===== src/rtl/mul_pkg.sv =====
`default_nettype none
// ============================================================================
//  Module      : mul_pkg
//  Description : Shared definitions for the repeated-addition multiplier
//                front-end: FSM state encoding, data width and the default
//                watchdog limit.
//  Contents    : MUL_WIDTH   - operand/product width of the multiplier bus
//                MUL_TIMEOUT - default WAIT-state watchdog limit
//                mul_state_e - sequencer state encoding
//  Revision    : 1.0 - initial release
// ============================================================================
package mul_pkg;

    localparam int unsigned MUL_WIDTH   = 16;
    // Must exceed 2^MUL_WIDTH plus controller overhead so that a legal
    // worst-case multiply never trips the watchdog.
    localparam int unsigned MUL_TIMEOUT = 65600;

    typedef enum logic [2:0] {
        IDLE   = 3'd0,
        LOAD_A = 3'd1,
        LOAD_B = 3'd2,
        WAIT   = 3'd3,
        RESP   = 3'd4
    } mul_state_e;

endpackage
`default_nettype wire


===== src/rtl/mul_watchdog.sv =====
`default_nettype none
// ============================================================================
//  Module      : mul_watchdog
//  Description : Clearable up-counter with a terminal-count flag. Clear has
//                priority over enable; the flag is high while the count
//                equals TIMEOUT-1.
//  Ports       : clk_i   - rising-edge clock
//                rst_ni  - synchronous active-low reset (count to zero)
//                clr_i   - clear the count to zero
//                en_i    - increment the count
//                tc_o    - count has reached TIMEOUT-1
//  Revision    : 1.0 - initial release
// ============================================================================
module mul_watchdog
    import mul_pkg::*;
#(
    parameter int unsigned TIMEOUT = MUL_TIMEOUT
) (
    input  logic clk_i,
    input  logic rst_ni,
    input  logic clr_i,
    input  logic en_i,
    output logic tc_o
);

    localparam int unsigned c_CNT_W = $clog2(TIMEOUT + 1);
    localparam logic [c_CNT_W-1:0] c_TERM = c_CNT_W'(TIMEOUT - 1);
    localparam logic [c_CNT_W-1:0] c_ONE  = c_CNT_W'(1);

    logic [c_CNT_W-1:0] cnt_q;
    logic [c_CNT_W-1:0] cnt_d;

    always_comb begin
        cnt_d = cnt_q;
        if (clr_i) begin
            cnt_d = '0;
        end else if (en_i) begin
            cnt_d = cnt_q + c_ONE;
        end
    end

    always_ff @(posedge clk_i) begin
        if (!rst_ni) begin
            cnt_q <= '0;
        end else begin
            cnt_q <= cnt_d;
        end
    end

    assign tc_o = (cnt_q == c_TERM);

endmodule
`default_nettype wire


===== src/rtl/mul_operand_sequencer.sv =====
`default_nettype none
// ============================================================================
//  Module      : mul_operand_sequencer
//  Description : Front-end for the repeated-addition multiplier. Accepts an
//                operand pair, serialises A then B onto the core data bus
//                with a one-cycle start pulse, waits for done and returns
//                the product on a valid/ready port. Zero operands bypass the
//                core; a watchdog aborts a core that never signals done.
//  Ports       : clk, rst_n                  - clock, sync active-low reset
//                op_valid/op_ready/op_a/op_b - operand handshake
//                res_valid/res_ready         - result handshake
//                res_product/res_timeout     - product (mod 2^WIDTH), abort
//                core_data_in/core_start     - drive the multiplier
//                core_done/core_y            - multiplier status/product
//  Revision    : 1.0 - initial release
// ============================================================================
module mul_operand_sequencer
    import mul_pkg::*;
#(
    parameter int unsigned WIDTH   = MUL_WIDTH,
    parameter int unsigned TIMEOUT = MUL_TIMEOUT
) (
    input  logic             clk,
    input  logic             rst_n,
    input  logic             op_valid,
    output logic             op_ready,
    input  logic [WIDTH-1:0] op_a,
    input  logic [WIDTH-1:0] op_b,
    output logic             res_valid,
    input  logic             res_ready,
    output logic [WIDTH-1:0] res_product,
    output logic             res_timeout,
    output logic [WIDTH-1:0] core_data_in,
    output logic             core_start,
    input  logic             core_done,
    input  logic [WIDTH-1:0] core_y
);

    mul_state_e       state_q;
    logic             op_ready_q;
    logic             res_valid_q;
    logic [WIDTH-1:0] res_product_q;
    logic             res_timeout_q;
    logic [WIDTH-1:0] core_data_in_q;
    logic             core_start_q;
    logic [WIDTH-1:0] b_q;

    logic w_wd_clr;
    logic w_wd_en;
    logic w_wd_tc;

    // Clearing in LOAD_B means the count is zero in the first WAIT cycle,
    // so the terminal count lands in WAIT cycle number TIMEOUT.
    assign w_wd_clr = (state_q == LOAD_B);
    assign w_wd_en  = (state_q == WAIT);

    mul_watchdog #(
        .TIMEOUT (TIMEOUT)
    ) u_watchdog (
        .clk_i  (clk),
        .rst_ni (rst_n),
        .clr_i  (w_wd_clr),
        .en_i   (w_wd_en),
        .tc_o   (w_wd_tc)
    );

    always_ff @(posedge clk) begin
        if (!rst_n) begin
            state_q        <= IDLE;
            op_ready_q     <= 1'b1;
            res_valid_q    <= 1'b0;
            res_product_q  <= '0;
            res_timeout_q  <= 1'b0;
            core_data_in_q <= '0;
            core_start_q   <= 1'b0;
            b_q            <= '0;
        end else begin
            case (state_q)
                IDLE: begin
                    if (op_valid) begin
                        b_q        <= op_b;
                        op_ready_q <= 1'b0;
                        if ((op_a == '0) || (op_b == '0)) begin
                            // Product is trivially zero: skip the core.
                            res_valid_q   <= 1'b1;
                            res_product_q <= '0;
                            res_timeout_q <= 1'b0;
                            state_q       <= RESP;
                        end else begin
                            core_data_in_q <= op_a;
                            core_start_q   <= 1'b1;
                            state_q        <= LOAD_A;
                        end
                    end
                end
                LOAD_A: begin
                    core_data_in_q <= b_q;
                    core_start_q   <= 1'b0;
                    state_q        <= LOAD_B;
                end
                LOAD_B: begin
                    state_q <= WAIT;
                end
                WAIT: begin
                    // Done is tested first so a done coinciding with the
                    // terminal count still returns the real product.
                    if (core_done) begin
                        res_valid_q   <= 1'b1;
                        res_product_q <= core_y;
                        res_timeout_q <= 1'b0;
                        state_q       <= RESP;
                    end else if (w_wd_tc) begin
                        res_valid_q   <= 1'b1;
                        res_product_q <= '0;
                        res_timeout_q <= 1'b1;
                        state_q       <= RESP;
                    end
                end
                RESP: begin
                    if (res_ready) begin
                        res_valid_q <= 1'b0;
                        op_ready_q  <= 1'b1;
                        state_q     <= IDLE;
                    end
                end
                default: begin
                    res_valid_q  <= 1'b0;
                    core_start_q <= 1'b0;
                    op_ready_q   <= 1'b1;
                    state_q      <= IDLE;
                end
            endcase
        end
    end

    // Gating with rst_n keeps op_ready low for as long as reset is held.
    assign op_ready     = op_ready_q & rst_n;
    assign res_valid    = res_valid_q;
    assign res_product  = res_product_q;
    assign res_timeout  = res_timeout_q;
    assign core_data_in = core_data_in_q;
    assign core_start   = core_start_q;

endmodule
`default_nettype wire


===== config.mk =====
export PLATFORM = sky130hd
export DESIGN_NAME = mul_operand_sequencer
export DESIGN_NICKNAME = d
export VERILOG_FILES = /design/src/rtl/mul_pkg.sv /design/src/rtl/mul_watchdog.sv /design/src/rtl/mul_operand_sequencer.sv
export SDC_FILE = /design/constraint.sdc
export NUM_CORES = 1
export LEC_CHECK = 0
export BUFFER_PORTS_ARGS = -buffer_cell sky130_fd_sc_hd__buf_2
export CAP_MARGIN = 20
export CORE_UTILIZATION = 45
export DETAILED_ROUTE_END_ITERATION = 8
export PLACE_DENSITY = 0.72
export SLEW_MARGIN = 20
export SYNTH_ARGS = -nofsm -noshare
export SYNTH_HDL_FRONTEND = slang
export SYNTH_SLANG_ARGS = --single-unit

===== constraint.sdc =====
create_clock -name clk -period 1.7 [get_ports clk]
set_input_delay 0 -clock clk [delete_from_list [all_inputs] [get_ports clk]]
set_output_delay 0 -clock clk [all_outputs]
set_load 0.005 [all_outputs]

# Yosys cells after proc, flatten, opt, wreduce, memory -nomap -nowiden

Cells that the tools add are included.

Register bits after elaboration: 72
Bits of input ports: 53
Output and inout bits: 36

Add/subtract/negate cells: 1
Eq/ne operators: 10
Muxes and demuxes: 30
Bitwise gates (word level): 5
Reductions and logical operators: 17

Operator list:

| kind                    | count |
|---|---|
| $mux W16                | 6 |
| $pmux W16 S2            | 2 |
| $logic_not A16 Y1       | 2 |
| $add A17 B1 Y17 const B | 1 |
| $eq A17 B17 Y1 const B  | 1 |
| $mux W3                 | 5 |
| $pmux W3 S5             | 1 |
| $mux W1                 | 12 |
| $reduce_and A3 Y1       | 4 |
| $ne A2 B2 Y1 const B    | 4 |
| $eq A3 B2 Y1 const B    | 2 |
| $reduce_or A3 Y1        | 2 |
| $reduce_and A5 Y1       | 1 |
| $not A1 Y1              | 4 |
| $pmux W1 S2             | 2 |
| $pmux W1 S4             | 1 |
| $reduce_and A4 Y1       | 1 |
| $reduce_bool A2 Y1      | 2 |
| $reduce_or A2 Y1        | 2 |
| $eq A3 B1 Y1 const B    | 1 |
| $eq A3 B3 Y1 const B    | 1 |
| $logic_not A3 Y1        | 1 |
| $ne A3 B3 Y1 const B    | 1 |
| $pmux W1 S3             | 1 |
| 3 further kinds         | 3 |

# Depth between registers and ports, before layout

Gate-level depths: netlist of the first run.

Depth in word-level cells: 5
Depth in mapped cells: 8
Mapped depth without buffers: 6

# By module

A second synthesis of the first run with hierarchy kept.

Cells, all modules: 414
Area total of the unflattened synthesis: 3433.3 um2

By module, submodules not included:

| module                | instances | cells each | area each (um2) | sequential area each (um2) |
|---|---|---|---|---|
| mul_operand_sequencer | 1         | 316        | 2565.0          | 1101.1 |
| mul_watchdog          | 1         | 98         | 868.3           | 340.3 |

# Least setup slack after synthesis of the first run

No wires, ideal clock.

Kind: register to register
Start point: register u_watchdog.cnt_q[0]
End point: register res_timeout_q (netlist: res_timeout)
Setup time: 0.115 ns
Arrival: 1.375 ns
Required time: 1.585 ns
Setup slack: 0.211 ns
Stages on the path, launching flop included: 7
Buffers on the path: 0
Path through: dfxtp_1 -> ha_1 -> and4_1 -> nand4_1 -> a21boi_0 -> o22ai_1 -> o21a_1

Word-level cells in the longest chain between the ends: 3

RTL lines:

| element                            | line                         | source |
|---|---|---|
| from (decl)                        | mul_watchdog.sv:30           | `logic [c_CNT_W-1:0] cnt_q;` |
| from (signal assigned)             | mul_watchdog.sv:46           | `cnt_q <= cnt_d;` |
| $eq A17 B17 Y1                     | mul_watchdog.sv:50           | `assign tc_o = (cnt_q == c_TERM);` |
| $ne A3 B3 Y1 (no source line)      | -                            |  |
| $reduce_and A4 Y1 (no source line) | -                            |  |
| to (signal assigned)               | mul_operand_sequencer.sv:73  | `res_timeout_q <= 1'b0;` |
| to (signal assigned)               | mul_operand_sequencer.sv:87  | `res_timeout_q <= 1'b0;` |
| to (signal assigned)               | mul_operand_sequencer.sv:110 | `res_timeout_q <= 1'b0;` |
| to (decl)                          | mul_operand_sequencer.sv:43  | `logic res_timeout_q;` |

Every way passes these cells.
A chain may end at the register's enable or synchronous reset.

# Final worst setup path of the first run

Start point: input port op_b[6]
End point: register res_product_q[10] (netlist: res_product[10])

Word-level cells in the longest chain between the ends: 4

RTL lines:

| element                            | line                         | source |
|---|---|---|
| from (decl)                        | mul_operand_sequencer.sv:28  | `input logic [WIDTH-1:0] op_b,` |
| $logic_not A16 Y1                  | mul_operand_sequencer.sv:83  | `if ((op_a == '0) \|\| (op_b == '0)) begin` |
| $logic_or A1 B1 Y1                 | mul_operand_sequencer.sv:83  |  |
| $ne A2 B2 Y1 (no source line)      | -                            |  |
| $reduce_and A4 Y1 (no source line) | -                            |  |
| to (signal assigned)               | mul_operand_sequencer.sv:109 | `res_product_q <= core_y;` |
| to (decl)                          | mul_operand_sequencer.sv:42  | `logic [WIDTH-1:0] res_product_q;` |

Every way passes these cells.

==> PnR_summary.wiki, run 1 <==
{| class="wikitable"
! Metric !! Value
|-
| Result of the run || finished clean
|-
| Die outline width || approximately 88 um
|-
| Std cell rows || 30
|-
| Vias in the first global route || roughly 2900
|-
| Switching component of the power || 0.00107 W
|-
| Share of final-layout standard cells stronger than drive strength 1 || 0.305
|-
| Critical path data required time || 1.92 ns
|-
| Buffering stage count on the worst path with inverters included || 4
|-
| Setup-violating endpoint count in the final report || 0
|-
| Dominant cells by area after synthesis || dfxtp_1 (43%), a211oi_2 (6.0%), a21oi_1 (6.0%), nand2_1 (5.0%), mux2i_1 (4.8%)
|-
| Total Die Area || 7720 um2
|-
| Fin Hold WS || 0.0198 ns
|-
| Nets in the synthesized netlist || 413
|-
| Wire length of the first global-routing pass || 13400 um
|-
| Largest net degree at the start of global routing || 42
|-
| Post-synthesis cell type with the largest combined area || dfxtp_1
|-
| Via Count || about 3200
|-
| Top routing layer used || met4
|-
| Number of distinct standard cells referenced by the synthesized netlist || 46
|-
| Final clock period utilization by the worst path || 0.969
|-
| Initial antenna violation count || 0
|-
| Worst slew margin || 0.627
|-
| Sequential area share after synthesis || 0.434
|-
| Weighted congestion at the end of routability-driven global placement || roughly 0.8
|-
| First-pass DRT Iterations || 4
|-
| Worst-case vdd ir drop || about 0.42 mV
|-
| Die height || slightly below 90 um
|-
| Total grt overflow || 0
|-
| Clock skew || slightly below 0.005 ns
|-
| Met1 Routed Length || between 3000 and 4000 um
|-
| CP max FO || 16
|-
| Most used cells in the layout excluding fill and tap cells || buf_2 (88), dfxtp_1 (70), nand2_1 (44), a21oi_1 (40), dlygate4sd3_1 (32)
|-
| Ordered cell list for the critical path || dlygate4sd3_1 -> buf_2 -> nor4_2 -> nand4_1 -> buf_4 -> a21boi_1 -> or2_1 -> buf_12 -> a311oi_1
|-
| Maximum buffer depth of the clock tree || 2
|-
| Top delay family on crit path || buffers and inverters
|-
| DRT Wirelength || 8580 um
|-
| H-tree level count || 3
|-
| Overall routing resource usage || 0.225
|-
| Count of maximum capacitance violations || 0
|-
| Flop and latch count out of synthesis || 72
|-
| Total DRC errors in the routed layout || 0
|-
| Actual slew at the worst max-slew pin || 0.559 ns
|-
| Routed wl met2 || roughly 4000 um
|-
| Core region area || between 6000 and 7000 um2
|-
| Yosys top cell area share || 0.434
|-
| DR WL/cell || between 10 and 15 um
|-
| Leakage power figure || 1.78 nW
|-
| Ratio of routed vias to standard cells || approximately 5.4
|-
| EDFF count, synth || 0
|-
| Share of async-settable or async-resettable flops after synthesis || 0
|-
| Combinational share of power || 0.182
|-
| Top-Level Pins || 89
|-
| Max Clk Rate || about 0.61 GHz
|-
| Commonest non-fill, non-tap cell in the layout || buf_2
|-
| Insertion delay to the later sink of the worst-skew pair || 0.34 ns
|-
| Synth Instances || between 300 and 400
|-
| Kind of start point of the critical path || input pin
|-
| Cell at the root of the clock tree || clkbuf_8
|-
| Pins Over Slew Limit || 0
|-
| Switching share of total power || 0.266
|-
| Type of destination of the critical path || flop
|-
| Post-synthesis area per instance || slightly above 9 um2
|-
| Quantity of I/O buffers inserted on ports || just under 90
|-
| Detailed Place HPWL || approximately 5500 um
|-
| Num Clock Sinks || a little over 70
|-
| Design internal power || roughly 0.0030 W
|-
| Arrival time of the worst setup path || 1.87 ns
|-
| Delay of the slowest cell on the worst path || about 0.53 ns
|-
| Num CTS Buffers || 9
|-
| Clock transition at the register clock pins on the worst setup and hold paths after CTS || approximately 0.070 ns
|-
| Worst hold path type || in2reg
|-
| Number of nets with antenna violations after routing || 0
|-
| Clock tree from TritonCTS || yes
|-
| Critical-path cell with the highest stage delay || dlygate4sd3_1
|-
| Initial core utilization || 0.478
|-
| Final core area utilization || 0.642
|-
| Growth of design area from synthesis to finish || 34.4%
|-
| Critical path class || in2reg
|-
| Most common flop cell mapped by yosys || dfxtp_1
|-
| Power share of the clock group || 0.357
|-
| Final number of hold-violating endpoints || 0
|-
| Post-layout minimum cycle time || around 1.6 ns
|-
| Total power divided by cell area || ~900 nW/um2
|-
| Total standard cell area after synthesis || 3320 um2
|-
| Amount of wire on met3 after detailed routing || 445 um
|-
| Antenna cell count || 0
|-
| Number of filler instances in the final layout || just under 600
|-
| First DRT Iteration DRCs || about 170
|-
| Reg power frac || 0.461
|-
| Number of nets in the final layout || ~540
|-
| Number of warning messages in the yosys log || 0
|}
## layer usage
metal  vias up  GRT usage
met5         -          0
met4         0     0.0686
met2       107      0.362
met3        11     0.0518
met1      1497      0.301
li1       1565          -
## final timing paths
kind | from | endpoint | slack, ns | depth (start not counted)
min reg2reg | op_ready_q$_SDFFE_PN1P_ | op_ready_q$_SDFFE_PN1P_ | 0.44 | 1
min | op_valid | state_q[0]$_SDFFE_PN0P_ | 0.02 | 3
max | op_b[6] | res_product[10]$_SDFFE_PN0P_ | 0.05 | 9
max reg2reg | u_watchdog.cnt_q[0]$_SDFFE_PP0P_ | res_product[10]$_SDFFE_PN0P_ | 0.09 | 6
## synthesized netlist by cell type (3+ instances only)
library cell  number
nand3_1            4
o21ai_0            6
xor2_1            11
or3_1              3
clkbuf_1           8
a21boi_1           9
buf_6              7
a21oi_1           40
nor3_1             4
inv_1              3
nand4_1           10
and4_1             4
a211oi_2          16
nand2_1           44
dfxtp_1           72
and2_1             3
a21boi_0           9
buf_4              7
a311oi_1          15
nor4_1             9
mux2i_1           16
nor2_1            32
## sequential cells by signal, indices dropped and copies added (netlist names)
signal            cells
u_watchdog.cnt_q     17
b_q                  16
core_data_in         16
res_product          16
state_q               3
core_start            1
op_ready_q            1
res_timeout           1
res_valid             1
## per-stage QoR
step                worst slack [ns]  std cells  setup TNS [ns]  power, W  cell area, um2
global placement              0.0242        534               0   0.00251            3870
floorplan                      0.211        359               0   0.00233            3320
CTS                         0.000333        582               0   0.00403            4400
detailed placement         -0.000493        534       -0.000493   0.00254            3870
global route                 -0.0646        585          -0.880   0.00423            4460
finish                        0.0525        585               0   0.00402            4460
## cell families (layout without fill, tap and decap cells)
family / after synthesis / count (layout) / synth area share
DFF: 72 / 72 / 0.434
adders and majority gates: 1 / 1 / 0.00377
buffers and inverters: 28 / 157 / 0.0569
AOI/OAI and AO/OA: 103 / 104 / 0.233
xor gates and xnor gates: 13 / 13 / 0.0343
muxes: 16 / 16 / 0.0483
and+or+nand+nor: 126 / 126 / 0.189
## worst min-delay path, cell delays in order
cell and delay [ns]:
buf_2 0.12, a31oi_1 0.14, nor3_1 0.06
## area by class of cell
type | count | area, um2 | area share
Tap cell | 96 | 120 | 0.0269
Sequential cell | 72 | 1440 | 0.324
Clock buffer | 11 | 131 | 0.0295
Timing Repair Buffer | 138 | 946 | 0.212
Inverter | 4 | 15.0 | 0.00337
Clock inverter | 4 | 70.1 | 0.0157
Multi-Input combinational cell | 260 | 1730 | 0.389
## power groups by stage
stage / clock network (W) / logic, W / registers, W
after floorplan: 0 / 0.000448 / 0.00188
after global placement: 0 / 0.000627 / 0.00189
after CTS: 0.00146 / 0.000717 / 0.00185
after global routing: 0.00156 / 0.000807 / 0.00187
after detailed placement: 0 / 0.000646 / 0.00189
final: 0.00144 / 0.000732 / 0.00185
## repair_timing
item | CTS | global route
pin swaps | 0 | 1
cloned | 1 | 0
endpoints found under the setup margin | 16 | 36
endpoints found under the hold margin | 31 | 0
resized for setup | 1 | 10
buffers inserted | 0 | 3
hold buffers | 32 | 0
(Power assumes the default switching activity.)
==> inputs of run 2 (changes only) <==
- HOLD_SLACK_MARGIN: default -> 0.1
==> run 2 against run 1 <==
The flow now finishes with violations (setup timing); register-to-register slack got worse by 0.16 ns; sequential share of layout area decreased by 1.9 points; worst hold slack improved by 0.23 ns; combinational power increased by 14%; largest cell class unchanged; cell count increased by 3.8%; via count increased by 4.6%; cell area increased by 6.3%; largest power group unchanged; core utilization increased by 4.1 points; wire length increased by 15%; fmax decreased by 9.0%.
==> PnR_summary.wiki, run 2 (synthesis results as in run 1) <==
{| class="wikitable"
! Metric !! Value
|-
| Via Count || approximately 3300
|-
| Delay of the slowest cell on the worst path || ~0.61 ns
|-
| Setup-violating endpoint count in the final report || 5
|-
| Ratio of routed vias to standard cells || roughly 5.5
|-
| Quantity of I/O buffers inserted on ports || slightly below 90
|-
| Die outline width || around 88 um
|-
| Clock tree from TritonCTS || yes
|-
| Power after layout || 0.00415 W
|-
| Critical-path cell with the highest stage delay || dlygate4sd3_1
|-
| Cell area after layout || 4740 um2
|-
| Post-layout minimum cycle time || about 1.8 ns
|-
| Die height || slightly below 90 um
|-
| Detailed Place HPWL || 5520 um
|-
| Core region area || between 6000 and 7000 um2
|-
| Pins Over Slew Limit || 0
|-
| CP max FO || 8
|-
| Actual slew at the worst max-slew pin || 0.575 ns
|-
| Cells on Worst Hold Path || 4
|-
| Insertion delay to the later sink of the worst-skew pair || 0.35 ns
|-
| Max Clk Rate || roughly 0.55 GHz
|-
| Number of nets with antenna violations after routing || 0
|-
| Endpoint of the most critical register-to-register path || core_data_in[14]$_SDFFE_PN0P_
|-
| Register containing the most flip-flops in the final layout || u_watchdog.cnt_q
|-
| Top-Level Pins || 89
|-
| Total DRC errors in the routed layout || 0
|-
| Number of flip-flops in the largest register || 17
|-
| End of the worst hold path || res_valid$_SDFFE_PN0P_
|-
| Share of final-layout standard cells stronger than drive strength 1 || 0.321
|-
| First-pass DRT Iterations || 4
|-
| Clock transition at the register clock pins on the worst setup and hold paths after CTS || 0.08 ns
|-
| Worst hold path type || in2reg
|-
| Cell at the root of the clock tree || clkbuf_8
|-
| Weighted congestion at the end of routability-driven global placement || 0.799
|-
| Wire length of the first global-routing pass || ~14000 um
|-
| Initial core utilization || 0.478
|-
| Reg power frac || 0.450
|-
| Buffering stage count on the worst path with inverters included || 2
|-
| Std cell rows || 30
|-
| Num CTS Buffers || 9
|-
| Switching share of total power || 0.277
|-
| Growth of design area from synthesis to finish || 42.9%
|-
| Total Die Area || 7720 um2
|-
| Total grt overflow || 0
|-
| Maximum buffer depth of the clock tree || 2
|-
| Combinational share of power || 0.201
|-
| Final clock period utilization by the worst path || 1.06
|-
| Launch point of the worst hold path || res_ready
|-
| H-tree level count || 3
|-
| Critical path class || in2reg
|-
| Worst slew margin || 0.616
|-
| Reg-to-Reg Start || state_q[2]$_SDFFE_PN0P_
|-
| Minimum setup slack in the final design || -0.110 ns
|-
| Final number of hold-violating endpoints || 0
|-
| Violations in the final reports || setup timing
|-
| Vias in the first global route || about 3000
|-
| Depth of the most critical reg-to-reg path || 5
|-
| Leakage power figure || about 1.9 nW
|-
| Largest net degree at the start of global routing || 42
|-
| Overall routing resource usage || 0.238
|-
| DR WL/cell || around 16 um
|-
| Critical path data required time || 1.92 ns
|-
| Most used cells in the layout excluding fill and tap cells || buf_2 (87), dfxtp_1 (70), dlygate4sd3_1 (51), nand2_1 (44), a21oi_1 (40)
|-
| Result of the run || finished with violations
|-
| Initial antenna violation count || 0
|-
| Top delay family on crit path || buffers and inverters
|-
| Total power divided by cell area || ~880 nW/um2
|-
| Number of nets in the final layout || ~560
|-
| Commonest non-fill, non-tap cell in the layout || buf_2
|-
| Arrival time of the worst setup path || between 2 and 2.5 ns
|-
| First DRT Iteration DRCs || 152
|-
| Count of maximum capacitance violations || 0
|-
| Design internal power || approximately 0.0030 W
|-
| Placement-stage cell area || roughly 3900 um2
|-
| DRT Wirelength || 9880 um
|-
| Clock skew || 0.0123 ns
|-
| Antenna cell count || 0
|-
| Switching component of the power || about 0.0011 W
|-
| Reg2Reg Setup Slack || -0.07 ns
|-
| Power share of the clock group || 0.350
|-
| Num Clock Sinks || slightly above 70
|-
| Number of filler instances in the final layout || 538
|-
| Worst-case vdd ir drop || around 0.42 mV
|-
| Ordered cell list for the critical path || dlygate4sd3_1 -> nor4_4 -> nand4_1 -> buf_4 -> a31o_4 -> nor2_1 -> a211oi_2
|-
| Type of destination of the critical path || flop
|-
| Kind of start point of the critical path || input pin
|}
-- run 2: changes by cell type in the layout (fill, tap and decap cells not counted), sizes merged --
cell,change
dlygate4sd3,+19
buf,+1
a31o,+2
-- run 2: worst min-delay path, cell delays in order --
cell     delay (ns)
buf_2          0.10
nor3_1         0.11
o21ai_0        0.20
a21oi_1        0.15
-- run 2: power by group through the flow --
stage | Sequential (W) | Clock (W) | Combinational [W]
after floorplan | 0.00188 | 0 | 0.000448
after global placement | 0.00189 | 0 | 0.000627
after detailed placement | 0.00189 | 0 | 0.000646
after CTS | 0.00185 | 0.00146 | 0.000750
after global routing | 0.00188 | 0.00157 | 0.000898
final | 0.00187 | 0.00145 | 0.000833
-- run 2: worst max-delay path by stage --
| stage | startpoint | endpoint | slack [ns] | cells after the start |
|---|---|---|---|---|
| floorplan | u_watchdog.cnt_q[0]$_SDFFE_PP0P_ | res_timeout$_SDFFE_PN0P_ | 0.21 | 6 |
| detailed placement | state_q[1]$_SDFFE_PN0P_ | core_data_in[8]$_SDFFE_PN0P_ | -0.0005 | 5 |
| global placement | op_a[11] | res_product[15]$_SDFFE_PN0P_ | 0.02 | 7 |
| CTS | u_watchdog.cnt_q[0]$_SDFFE_PP0P_ | state_q[2]$_SDFFE_PN0P_ | 0.0003 | 6 |
| global route | state_q[2]$_SDFFE_PN0P_ | core_data_in[14]$_SDFFE_PN0P_ | -0.13 | 5 |
| finish | op_a[4] | core_data_in[4]$_SDFFE_PN0P_ | -0.11 | 7 |
-- run 2: cell type report --
| type | count | area [um2] | area share |
|---|---|---|---|
| flip-flops and latches | 72 | 1440 | 0.305 |
| multi-input cells | 262 | 1810 | 0.383 |
| well taps | 96 | 120 | 0.0253 |
| clock inverters | 4 | 70.1 | 0.0148 |
| repair buffers | 158 | 1150 | 0.242 |
| inverters | 4 | 15.0 | 0.00317 |
| clock buffers | 11 | 131 | 0.0277 |
-- run 2: repair_timing --
item                                    CTS  global route
pin swaps                                 0             4
endpoints found under the setup margin   16            36
setup buffers                             0             5
cloned                                    1             2
hold buffers                             51             0
resized for setup                         1            24
endpoints found under the hold margin    52             0
-- run 2: per-layer routing --
layer / GRT usage / part of all wire / vias to the layer above
li1: - / - / 1618
met1: 0.292 / 0.43 / 1572
met2: 0.402 / 0.49 / 109
met3: 0.0603 / 0.047 / 28
met4: 0.0864 / 0.031 / 0
met5: 0 / 0 / -
-- run 2: per-stage QoR --
| step | util | hold WS, ns | TNS (ns) | setup WS [ns] | instances |
|---|---|---|---|---|---|
| floorplan | - | 0.116 | 0 | 0.211 | 359 |
| global placement | 0.557 | 0.253 | 0 | 0.0242 | 534 |
| detailed placement | 0.557 | 0.260 | -0.000493 | -0.000493 | 534 |
| CTS | 0.661 | 0.243 | 0 | 0.000333 | 601 |
| global route | 0.683 | 0.380 | -0.639 | -0.126 | 607 |
| finish | 0.683 | 0.249 | -0.263 | -0.110 | 607 |
